<file path="src/rtl/dm_responder.sv">
// Single-port word memory slave: latches a request, waits WAIT cycles, then
// answers with a one-cycle ack carrying read data or an error flag.
module dm_responder #(
    parameter int DEPTH = 64,
    parameter int WAIT  = 2
) (
    input  logic        clk,
    input  logic        reset,
    input  logic        req,
    input  logic        wr,
    input  logic [31:0] addr,
    input  logic [31:0] wdata,
    input  logic [3:0]  be,
    output logic        ack,
    output logic [31:0] rdata,
    output logic        err
);

    localparam int AW = $clog2(DEPTH);

    typedef enum logic [1:0] {S_IDLE, S_WAIT, S_RESP} state_t;

    state_t      state, state_nxt;
    logic [3:0]  cnt, cnt_nxt;
    logic        commit;
    logic        take;
    logic        err_q;

    logic [31:0] addr_q;
    logic        wr_q;
    logic [31:0] wdata_q;
    logic [3:0]  be_q;

    logic [31:0] t_addr;
    logic        t_wr;
    logic [31:0] t_wdata;
    logic [3:0]  t_be;
    logic [AW-1:0] idx;
    logic        bad;

    logic [31:0] mem [DEPTH];

    assign take = (state == S_IDLE) && req;

    // With WAIT=0 the commit happens on the accepting edge, so use live inputs in IDLE
    assign t_addr  = (state == S_IDLE) ? addr  : addr_q;
    assign t_wr    = (state == S_IDLE) ? wr    : wr_q;
    assign t_wdata = (state == S_IDLE) ? wdata : wdata_q;
    assign t_be    = (state == S_IDLE) ? be    : be_q;

    assign idx = t_addr[AW+1:2];
    assign bad = (t_addr[1:0] != 2'b00) || (t_addr[31:AW+2] != '0);

    always_comb begin
        state_nxt = state;
        cnt_nxt   = cnt;
        commit    = 1'b0;
        case (state)
            S_IDLE: begin
                if (req) begin
                    if (WAIT > 0) begin
                        state_nxt = S_WAIT;
                        cnt_nxt   = 4'(WAIT - 1);
                    end else begin
                        state_nxt = S_RESP;
                        commit    = 1'b1;
                    end
                end
            end
            S_WAIT: begin
                if (cnt == 4'd0) begin
                    state_nxt = S_RESP;
                    commit    = 1'b1;
                end else begin
                    cnt_nxt = cnt - 4'd1;
                end
            end
            S_RESP:  state_nxt = S_IDLE;
            default: state_nxt = S_IDLE;
        endcase
    end

    always_ff @(posedge clk or negedge reset) begin
        if (!reset) begin
            state <= S_IDLE;
            cnt   <= 4'd0;
            err_q <= 1'b0;
            rdata <= '0;
            for (int i = 0; i < DEPTH; i++) mem[i] <= '0;
        end else begin
            state <= state_nxt;
            cnt   <= cnt_nxt;
            err_q <= commit && bad;
            if (commit && !bad) begin
                if (t_wr) begin
                    for (int b = 0; b < 4; b++) begin
                        if (t_be[b]) mem[idx][8*b +: 8] <= t_wdata[8*b +: 8];
                    end
                end else begin
                    rdata <= mem[idx];
                end
            end
        end
    end

    // Request fields are only consumed after a take, so they need no reset
    always_ff @(posedge clk) begin
        if (take) begin
            addr_q  <= addr;
            wr_q    <= wr;
            wdata_q <= wdata;
            be_q    <= be;
        end
    end

    assign ack = (state == S_RESP);
    assign err = err_q && ack;

endmodule

</file>
<file path="config.mk">
export PLATFORM = sky130hd
export DESIGN_NAME = dm_responder
export DESIGN_NICKNAME = d
export VERILOG_FILES = /design/src/rtl/dm_responder.sv
export SDC_FILE = /design/constraint.sdc
export NUM_CORES = 2
export LEC_CHECK = 0
export ABC_CLOCK_PERIOD_IN_PS = 7320
export CORE_MARGIN = 8
export CORE_UTILIZATION = 50
export DETAILED_ROUTE_END_ITERATION = 8
export PLACE_DENSITY_LB_ADDON = 0.3
export SLEW_MARGIN = 20
export SYNTH_ARGS = -nofsm -noshare
export SYNTH_HDL_FRONTEND = slang
export SYNTH_SLANG_ARGS = --single-unit
</file>
<file path="constraint.sdc">
create_clock -name clk -period 7.32 [get_ports clk]
set_input_delay 0.732 -clock clk [delete_from_list [all_inputs] [get_ports clk]]
set_output_delay 0.732 -clock clk [all_outputs]
set_load 0.005 [all_outputs]
</file>
==> impl_results.rst <==
.. list-table::
   :header-rows: 1

   * - Metric
     - Value
   * - Run status
     - finished with violations
   * - Violated checks
     - design-rule violations
   * - Combinational family with the most area after synthesis
     - compound AO/OA/AOI/OAI gates
   * - Via total after detailed routing
     - between 70k and 80k
   * - Maximum clock rate
     - 0.173 GHz
   * - Origin of the worst min-delay path
     - be[1]
   * - Full die area
     - between 0.15 and 0.2 mm^2
   * - Fraction of synthesized cell area in xor and xnor cells
     - 0%
   * - Post-layout power
     - 30.8 mW
   * - Register-to-register setup slack
     - 1.54 ns
   * - Number of global-route vias before repair
     - 71.7k
   * - Total global routing overflow
     - 0
   * - Worst-case headroom to the max-slew limit
     - between 10% and 20%
   * - # nets final
     - 9,315
   * - DRC violation count after routing
     - 4
   * - Cell total after placement
     - 11.5k
   * - Most frequent cell on the critical path
     - sky130_fd_sc_hd__nand2_1
   * - Avg Inst Size Synth
     - approximately 10 um^2
   * - Average wire per cell in the routed design
     - about 26 um
   * - Number of cells traversed by the worst register-to-register path
     - 8
   * - PostCTS Resize Cnt
     - 0
   * - Flop and latch count out of synthesis
     - 2,156
   * - End-of-flow core utilization
     - 55.8%
   * - Multiplexer fraction of the synthesized cell area
     - 6.02%
   * - Number of hold-slack violations in the final timing report
     - 0
   * - Fill count
     - 15.9k
   * - CTS H-tree lvls
     - 4
   * - Class of the worst hold path
     - input pin to register
   * - Area post-placement
     - 0.0955 mm^2
   * - Number of buffer and inverter instances along the worst setup path
     - 1
   * - Kind of cell adding the most delay to the critical path
     - simple AND/OR/NAND/NOR gates
   * - Terminus of the critical flop-to-flop path
     - mem[547]
   * - Number of setup buffers added after CTS
     - 0
   * - Hold Worst Slack
     - between 0.4 and 0.5 ns
   * - P per Cell Area
     - 299 mW/mm^2
   * - Net Count, Synth
     - 9,598
   * - Simple-Gate Fraction of Synth Area
     - 12.6%
   * - CTS tree
     - built
   * - VDD IR max
     - 0.000482 V
   * - Hold EP
     - be_q[1]
   * - Most common library cell in the layout ignoring fill and taps
     - sky130_fd_sc_hd__dfrtp_1
   * - Transition time of the tightest slew-check pin
     - 1.32 ns
   * - Area fraction in compound gates after synthesis
     - 19.0%
   * - Global Route Usage Sum
     - 30.6%
   * - TNS Setup
     - 0 ns
   * - Overall routed net length
     - 311,000 um
   * - Critical-path cell list
     - nor2_4 -> mux2i_1 -> nand2_1 -> buf_4 -> nor2_1 -> nand2_1 -> nand2_1 -> o21ai_0
   * - Maximum number of pins on one net before global-route repair
     - 172
   * - Number of enable-type register cells in the synthesized netlist
     - a little under 70
   * - Relative area change from synthesis to final layout
     - 11.3%
   * - Highest net fanout along the worst path
     - 19
   * - Final number of setup-violating endpoints
     - 0
   * - Startpoint-to-endpoint class of the critical path
     - register to register
   * - Data required time of the worst path
     - between 8 and 9 ns
   * - Quantity of hold-fixing buffers added after cts
     - 1
   * - Post-synthesis adder-cell area fraction
     - less than 1%
   * - Via-per-instance ratio
     - 6.23
   * - Number of max-slew violations in the final report
     - 0
   * - Delay of the slowest cell on the worst path
     - 1.04 ns
   * - Maximum buffer depth of the clock tree
     - 3
   * - Clock Root Buffer
     - sky130_fd_sc_hd__clkbuf_16
   * - Area inside the core boundary
     - 0.185 mm^2
   * - Worst Setup Slack post-DPL
     - 1.66 ns
   * - Vertical extent of the die
     - 446 um
   * - Synth async-reset ratio
     - 96.8%
   * - Final antenna-violating net count
     - 0
   * - Area of the mapped netlist
     - slightly above 0.09 mm^2
   * - Wire length of the first global-routing pass
     - 464,000 um
   * - Final Skew
     - around 0.046 ns
   * - Number of buffers inserted during clock tree synthesis
     - 218
   * - Hold Path Stages
     - 1
   * - Standard-cell row count
     - 158
   * - Initial antenna violation count
     - 11
   * - Worst path arrival time
     - 6.49 ns
   * - Summed area of non-filler cells in the final layout
     - 0.103 mm^2
   * - Share of layout cells above drive strength 1
     - 8.27%
   * - Final period utilization
     - 78.9%
   * - Minimum clock period after layout
     - 5.78 ns
   * - CTS sink count
     - ~2.2k
   * - Post-synth cell types
     - about 70
   * - Most used flip-flop cell after synthesis
     - sky130_fd_sc_hd__dfrtp_1
   * - Starting utilization of the core area
     - about half
   * - Commonest cells after routing, fill and taps aside
     - sky130_fd_sc_hd__dfrtp_1, sky130_fd_sc_hd__a21oi_1, sky130_fd_sc_hd__nor2_1, sky130_fd_sc_hd__nand2_1, sky130_fd_sc_hd__o21ai_0
   * - Start of the worst register-to-register path
     - state[1]
   * - Critical path capture point type
     - register
   * - Max-Cap Viols
     - 0
   * - Leakage power figure
     - ~46 nW
   * - Portion of the post-synthesis area used by sequential elements
     - 58.6%
   * - Detailed-routing iteration count for the pre-antenna-repair pass
     - 9
   * - RSZ-0062 raised after global routing
     - false
   * - Crit start category
     - register
   * - CP max stage cell
     - sky130_fd_sc_hd__nor2_1
   * - Initial DRC Count
     - 9,365
   * - Half-perimeter wire length after detailed placement
     - around 190,000 um
   * - Layout Cells excl Fill
     - about 12k
   * - Later-pin clock latency in the skew report
     - about 0.9 ns
   * - Fin worst setup slack
     - 1.54 ns
   * - Yosys warning count
     - 0
   * - Number of buffer cells added on primary ports
     - 105
   * - Clock input transition at the sequential cells of the worst setup and hold paths
     - 0.06 ns
   * - Routability congestion estimate
     - 0.906
   * - Post-synthesis cell count
     - 9,524
   * - Die width
     - 446 um
   * - Top-level I/O count
     - 106
==> flip-flops by register name, indices dropped and copies added (netlist names), 2 cells and up <==
signal	count
state	2
rdata	32
cnt	4
be_q	4
wdata_q	32
addr_q	32
mem	2048
==> cells by family after synthesis <==
family                     count (synthesis)
and+or+nand+nor                         2907
muxes                                    556
AOI/OAI and AO/OA                       3133
buffers and inverters                    770
adders and majority gates                  2
DFF                                     2156
==> layout make-up <==
class | count | area, um^2 | share of cell area (%)
clock inverters | 66 | 802 | 0.778
diodes | 23 | 57.6 | 0.0558
inverters | 5 | 18.8 | 0.0182
multi-input cells | 6598 | 35700 | 34.6
flip-flops and latches | 2156 | 54300 | 52.7
well taps | 2480 | 3100 | 3.01
repair buffers | 262 | 2520 | 2.45
clock buffers | 340 | 6630 | 6.43
==> cell usage after synthesis (27+ instances only) <==
library cell               instances  area, um^2
sky130_fd_sc_hd__a21oi_1        1708        8550
sky130_fd_sc_hd__a221oi_1         70         613
sky130_fd_sc_hd__a222oi_1         64         641
sky130_fd_sc_hd__a22o_1           53         464
sky130_fd_sc_hd__a22oi_1         139        1040
sky130_fd_sc_hd__a31oi_1          49         307
sky130_fd_sc_hd__buf_1            40         150
sky130_fd_sc_hd__buf_2           317        1590
sky130_fd_sc_hd__clkbuf_1        372        1400
sky130_fd_sc_hd__dfrtp_1        2087       52200
sky130_fd_sc_hd__edfxtp_1         69        2070
sky130_fd_sc_hd__mux2i_1         550        5510
sky130_fd_sc_hd__nand2_1         941        3530
sky130_fd_sc_hd__nor2_1         1687        6330
sky130_fd_sc_hd__nor2_2          112         701
sky130_fd_sc_hd__nor3_1           27         135
sky130_fd_sc_hd__o21ai_0         687        3440
sky130_fd_sc_hd__o22ai_1         257        1610
==> where the power goes <==
group	switching, mW	internal (mW)	leakage [nW]
clock network	4.85	6.67	3.66
logic	5.68	1.46	12.7
registers	0.0693	12.1	29.8
total	10.6	20.2	46.2
==> layer usage <==
metal | share of wire (%) | up-vias | GRT usage [%]
met2 | 43 | 4082 | 44.9
met4 | 6.2 | 4 | 16.8
met5 | 0.066 | - | 0
met3 | 11 | 950 | 8.33
li1 | - | 32669 | -
met1 | 39 | 36611 | 41.3
==> worst max path at each step <==
stage	start	to	cells past startpoint	slack, ns
after floorplan	state[0]	addr_q[0]	5	4.14
after global placement	addr[2]	rdata[11]	11	1.67
after detailed placement	addr[2]	rdata[11]	11	1.66
after CTS	state[1]	mem[1327]	7	1.76
after global routing	state[1]	mem[1339]	8	1.43
final	state[1]	mem[547]	8	1.54
Note: power is estimated with default switching activity, not from simulation.
